===== config.mk =====
export PLATFORM = sky130hd
export DESIGN_NAME = adc_channel_display
export DESIGN_NICKNAME = d
export VERILOG_FILES = /design/src/rtl/adc_channel_display.sv
export SDC_FILE = /design/constraint.sdc
export NUM_CORES = 1
export LEC_CHECK = 0
export ABC_AREA = 1
export CORE_MARGIN = 2
export CORE_UTILIZATION = 35
export DETAILED_ROUTE_END_ITERATION = 6
export PLACE_DENSITY = 0.65
export SLEW_MARGIN = 40
export SYNTH_ARGS = -nofsm -noshare
export SYNTH_HDL_FRONTEND = slang
export SYNTH_SLANG_ARGS = --single-unit
export TNS_END_PERCENT = 5

===== constraint.sdc =====
create_clock -name clk -period 11.4 [get_ports clk]
set_clock_uncertainty 0.2 [all_clocks]
set_input_delay 2.28 -clock clk [delete_from_list [all_inputs] [get_ports clk]]
set_output_delay 2.28 -clock clk [all_outputs]
set_load 0.05 [all_outputs]

===== src/rtl/adc_channel_display.sv =====
// Channel selector and 4-digit multiplexed 7-segment driver for BCD ADC readings.
// Channels auto-cycle on a dwell timer or step on a debounced pushbutton.
module adc_channel_display #(
  parameter int REFRESH_DIV  = 100000,
  parameter int DWELL_DIV    = 200000000,
  parameter int DEBOUNCE_CYC = 1000000
) (
  input  logic        clk,
  input  logic        rst,
  input  logic [15:0] channel0,
  input  logic [15:0] channel1,
  input  logic [15:0] channel2,
  input  logic [15:0] channel3,
  input  logic        btn_next,
  input  logic        hold,
  output logic [6:0]  sseg,
  output logic [3:0]  an,
  output logic        dp,
  output logic [3:0]  led_ch
);

  localparam int RW = $clog2(REFRESH_DIV > 1 ? REFRESH_DIV : 2);
  localparam int WW = $clog2(DWELL_DIV > 1 ? DWELL_DIV : 2);
  localparam int DW = $clog2(DEBOUNCE_CYC > 1 ? DEBOUNCE_CYC : 2);
  localparam logic [RW-1:0] REF_LAST   = RW'(REFRESH_DIV - 1);
  localparam logic [WW-1:0] DWELL_LAST = WW'(DWELL_DIV - 1);
  localparam logic [DW-1:0] DEB_LAST   = DW'(DEBOUNCE_CYC - 1);
  localparam logic [6:0]    SEG_BLANK  = 7'b1111111;

  logic          btnMeta_q, btnSync_q;
  logic          dbLevel_q, dbLevel_d, dbPrev_q;
  logic [DW-1:0] dbCnt_q, dbCnt_d;
  logic [WW-1:0] dwellCnt_q, dwellCnt_d;
  logic [1:0]    chIdx_q, chIdx_d;
  logic [RW-1:0] refCnt_q, refCnt_d;
  logic [1:0]    dig_q, dig_d;
  logic [15:0]   snapshot_q, snapshot_d;
  logic [6:0]    sseg_q, sseg_d;
  logic [3:0]    an_q, ledCh_q;

  logic        nextPulse, dwellPulse, advance, refreshTick, frameStart;
  logic [15:0] selWord;
  logic        blankThou, blankHund, blankTens;

  function automatic logic [6:0] segDecode(input logic [3:0] nib);
    case (nib)
      4'd0:    segDecode = 7'b1000000;
      4'd1:    segDecode = 7'b1111001;
      4'd2:    segDecode = 7'b0100100;
      4'd3:    segDecode = 7'b0110000;
      4'd4:    segDecode = 7'b0011001;
      4'd5:    segDecode = 7'b0010010;
      4'd6:    segDecode = 7'b0000010;
      4'd7:    segDecode = 7'b1111000;
      4'd8:    segDecode = 7'b0000000;
      4'd9:    segDecode = 7'b0010000;
      default: segDecode = 7'b0111111;
    endcase
  endfunction

  always_comb begin
    // A level change is accepted only once the synchronized input has differed for DEBOUNCE_CYC cycles.
    dbLevel_d = dbLevel_q;
    dbCnt_d   = '0;
    if (btnSync_q != dbLevel_q) begin
      if (dbCnt_q == DEB_LAST) begin
        dbLevel_d = btnSync_q;
      end else begin
        dbCnt_d = dbCnt_q + 1'b1;
      end
    end

    nextPulse  = dbLevel_q & ~dbPrev_q;
    dwellPulse = ~hold & (dwellCnt_q == DWELL_LAST);
    advance    = nextPulse | dwellPulse;

    dwellCnt_d = dwellCnt_q;
    if (advance) begin
      dwellCnt_d = '0;
    end else if (!hold) begin
      dwellCnt_d = dwellCnt_q + 1'b1;
    end
    chIdx_d = advance ? chIdx_q + 2'd1 : chIdx_q;

    refreshTick = (refCnt_q == REF_LAST);
    refCnt_d    = refreshTick ? '0 : refCnt_q + 1'b1;
    dig_d       = refreshTick ? dig_q + 2'd1 : dig_q;
    frameStart  = refreshTick && (dig_q == 2'd3);

    case (chIdx_d)
      2'd0:    selWord = channel0;
      2'd1:    selWord = channel1;
      2'd2:    selWord = channel2;
      default: selWord = channel3;
    endcase
    snapshot_d = (advance || frameStart) ? selWord : snapshot_q;

    // Out-of-range nibbles count as non-zero so a dash is never blanked away.
    blankThou = (snapshot_q[15:12] == 4'd0);
    blankHund = blankThou && (snapshot_q[11:8] == 4'd0);
    blankTens = blankHund && (snapshot_q[7:4] == 4'd0);
    sseg_d    = SEG_BLANK;
    case (dig_q)
      2'd0: sseg_d = segDecode(snapshot_q[3:0]);
      2'd1: sseg_d = blankTens ? SEG_BLANK : segDecode(snapshot_q[7:4]);
      2'd2: sseg_d = blankHund ? SEG_BLANK : segDecode(snapshot_q[11:8]);
      2'd3: sseg_d = blankThou ? SEG_BLANK : segDecode(snapshot_q[15:12]);
      default: sseg_d = SEG_BLANK;
    endcase
  end

  always_ff @(posedge clk or posedge rst) begin
    if (rst) begin
      btnMeta_q  <= 1'b0;
      btnSync_q  <= 1'b0;
      dbLevel_q  <= 1'b0;
      dbPrev_q   <= 1'b0;
      dbCnt_q    <= '0;
      dwellCnt_q <= '0;
      chIdx_q    <= 2'd0;
      refCnt_q   <= '0;
      dig_q      <= 2'd0;
      snapshot_q <= 16'h0000;
      sseg_q     <= SEG_BLANK;
      an_q       <= 4'b1111;
      ledCh_q    <= 4'b0001;
    end else begin
      btnMeta_q  <= btn_next;
      btnSync_q  <= btnMeta_q;
      dbLevel_q  <= dbLevel_d;
      dbPrev_q   <= dbLevel_q;
      dbCnt_q    <= dbCnt_d;
      dwellCnt_q <= dwellCnt_d;
      chIdx_q    <= chIdx_d;
      refCnt_q   <= refCnt_d;
      dig_q      <= dig_d;
      snapshot_q <= snapshot_d;
      sseg_q     <= sseg_d;
      an_q       <= ~(4'b0001 << dig_q);
      ledCh_q    <= 4'b0001 << chIdx_q;
    end
  end

  assign sseg   = sseg_q;
  assign an     = an_q;
  assign dp     = 1'b1;
  assign led_ch = ledCh_q;

endmodule


==> flow_summary.ini <==
[sta]
layout_worst_path_cycle_share_pct = 38.4
hold_viol = 0
rsz0062_at_grt = false
max-slew-margin-rel_pct = 55.7
setup-violations-final = 0
fmaxAchievable_ghz = 0.229
fin_tns_setup_ns = 0
timing.final.max_slew_violations = 0
worst_pin_slew_ns = 0.662
period_needed_ns = 4.37
finalHoldWorstSlack_ns = 0.210

[finish]
core_utilization_of_the_finished_layout_pct = 42.5
insertedDiodeCount = 0
area_growth_pct = 19.6
layout.nets = 1055
final_common_cell = sky130_fd_sc_hd__nand2_1
most-common-layout-cells = sky130_fd_sc_hd__nand2_1, sky130_fd_sc_hd__inv_1, sky130_fd_sc_hd__dfrtp_1, sky130_fd_sc_hd__nor2_1, sky130_fd_sc_hd__nand3_1
layout-drive-gt1-share_pct = 6.99
finish.instance_area_um2 = 7890

[detailed_routing]
dr.first_iter.drc_count = 318
drt_wl_total_mm = 15.4
dr.pass1.iters = 7
remaining_drc_errors = 0
antenna_violating_nets_post_route = 0
wire_per_inst_um = 12.9
num_vias = 5847
detail_route.vias_per_cell = 4.90

[power_and_ir_drop]
power.net_switching_uw = 173
cell_internal_pwr_uw = 598
share_seq_of_total_power_pct = 50.5
power_frac_clock_pct = 42.0
pwr-share-comb_pct = 7.5
p_leak_nw = 3.70
power.ir.vdd_worst_mv = 0.0499
power.switching_fraction_pct = 22.4
pwr_density_cell_nw_per_um2 = 97.7

[setup_path]
cp_cell_sequence = clkdlybuf4s50_1, nor2_1, nand2_1, nor2_4, nand2_4, nand2_4, nand2_1, nand2_2, nor2_1, nand2_1, nand2_1, nand2_1, nand2_1
cp-start-kind = primary input
timing.critical_path.required_ns = 11.45
worst-path-max-fanout = 42
critPathLaunch = hold
critPathKind = primary input to flip-flop
worst_r2r_startpoint = dwellCnt_q[0]
timing.critical_path.mode_cell = sky130_fd_sc_hd__nand2_1
critical_path.endpoint_type = flip-flop
critPathArrivalTime_ns = 4.43
critical-path-slowest-cell = sky130_fd_sc_hd__nand2_2
timing.critical_path.slowest_cell_delay_ns = 0.50

[global_routing]
first_global_vias = 5767
track_usage_pct = 16.2
grt_pass1_wl_mm = 26.4
grt_start_max_net_pins = 74
grt_remaining_overflow = 0
grt_antenna_before_repair = 0

[synthesis]
synth_sequential_area_ratio_pct = 39.7
synth.mux.area_fraction_pct = 0.171
netlist_area_um2 = 6600
yosys_register_bits = 104
syn_nets = 981
synth-compound-area-share_pct = 10.0
synthSimpleGateAreaFrac_pct = 32.7
synth_area_per_cell_um2 = 7.49
synth_warnings = 0
post_synth_inst_count = 881
synth_top_family_by_area = simple AND/OR/NAND/NOR gates
async_reset_ff_share_pct = 100
netlist-cell-type-count = 40
dominantRegCellSynth = sky130_fd_sc_hd__dfrtp_1
synthXorXnorAreaFrac_pct = 2.39
synth-edff-count = 0
post_synthesis_share_of_cell_area_spent_on_full_adders_half_adders_and_majority_gates_pct = 6.07

[placed_design]
detailed_place_hpwl_mm = 11.8
place_area_um2 = 7580
finalWeightedCongestion = 0.863
io_buffers = 82

[clocking]
tritoncts = built
post_cts_buffers = 0
cts_inserted_buffers = 9
root_buffer = sky130_fd_sc_hd__clkbuf_16
clock_tree.htree_level_count = 3
postCtsHoldBufs = 0
cts.path.max_buffers = 2
cts_num_sinks = 104
clk_transition_reported_paths_ns = 0.07
worstSkewPairLatency_ns = 0.36
cts-resized-gates = 0

[hold_path]
hold_path_class = flip-flop to flip-flop
timing.hold.worst.start = btnMeta_q

[floorplanning]
initial_core_util_pct = 35.5
core_box_area_um2 = 18600
fp.dieArea_um2 = 20000
die_w_um = 141
ioPinCount = 84
core.rowCount = 50
die_height_um = 141

[status]
run_status = complete, no violations

[flow_run]
drv_cap = 0
## path summary, 6_finish.rpt
| path | end | slack [ns] | cells past startpoint |
|---|---|---|---|
| max | snapshot_q[2] | 7.03 | 13 |
| min | btnSync_q | 0.21 | 0 |
| max reg2reg | snapshot_q[2] | 8.63 | 14 |
| min reg2reg | btnSync_q | 0.21 | 0 |
| max in group asynchronous | snapshot_q[10] | 7.97 | 3 |
| min in group asynchronous | dbCnt_q[16] | 2.07 | 2 |
## worst max-delay path: cells and delay by family
| kind | cells | cell delay, ns |
|---|---|---|
| AND/OR/NAND/NOR | 12 | 1.66 |
| buffers and inverters | 1 | 0.46 |
## cell families (layout without fill, tap and decap cells)
kind of cell,count (synthesis),in the layout
simple gates,466,466
xor+xnor,18,18
other cells,1,1
mux,1,1
fa+ha+maj,32,32
buf+inv,139,217
flops,104,104
compound gates,120,120
## per-layer routing
| layer | vias up | GRT usage (%) | share of wire (%) |
|---|---|---|---|
| met5 | - | 0 | 0 |
| li1 | 3017 | - | - |
| met4 | 0 | 5.95 | 2.0 |
| met2 | 110 | 27.6 | 48 |
| met3 | 20 | 3.48 | 4.3 |
| met1 | 2700 | 20.4 | 46 |
## power by group through the flow
stage	clock network (mW)	registers [mW]	logic, mW
6_report	0.324	0.389	0.0582
5_1_grt	0.346	0.391	0.0654
4_1_cts	0.331	0.389	0.0593
3_5_place_dp	0	0.396	0.0593
3_3_place_gp	0	0.396	0.0586
2_1_floorplan	0	0.394	0.0295
## cell type report
cell class,count,area [µm²]
fill,1862,10700
multi-input combinational,638,3390
sequential,104,2620
timing repair buffer,83,832
inverter,119,449
tap,234,293
clock buffer,13,270
clock inverter,2,37.5
## cells in the mapped netlist, types with 8 or more instances
cell type / instances / area (µm²)
sky130_fd_sc_hd__nand3_1: 84 / 420
sky130_fd_sc_hd__nand2_1: 198 / 743
sky130_fd_sc_hd__o21a_1: 8 / 60.1
sky130_fd_sc_hd__nand4_1: 17 / 106
sky130_fd_sc_hd__o21ai_0: 58 / 290
sky130_fd_sc_hd__nor4_1: 11 / 68.8
sky130_fd_sc_hd__dfstp_2: 12 / 315
sky130_fd_sc_hd__inv_1: 104 / 390
sky130_fd_sc_hd__nor2_1: 85 / 319
sky130_fd_sc_hd__ha_1: 32 / 400
sky130_fd_sc_hd__xor2_1: 15 / 131
sky130_fd_sc_hd__dfrtp_1: 92 / 2300
sky130_fd_sc_hd__inv_2: 12 / 45.0
sky130_fd_sc_hd__a21oi_1: 38 / 190
sky130_fd_sc_hd__nor3_1: 19 / 95.1
sky130_fd_sc_hd__nand3b_1: 21 / 158
## stage by stage
stage	total power [mW]	setup slack, ns	instances
after floorplan	0.423	6.21	881
after global placement	0.455	6.66	1178
after detailed placement	0.456	6.65	1178
after CTS	0.780	7.03	1193
after global routing	0.802	6.73	1193
final	0.771	7.03	1193
## state kept, by name, summed over array words and instances (netlist names)
signal / cells
dwellCnt_q: 28
dbCnt_q: 20
refCnt_q: 17
snapshot_q: 16
sseg: 7
an: 4
led_ch: 4
chIdx_q: 2
dig_q: 2
btnMeta_q: 1
btnSync_q: 1
dbLevel_q: 1
dbPrev_q: 1
Note: power is estimated with default switching activity, not from simulation.
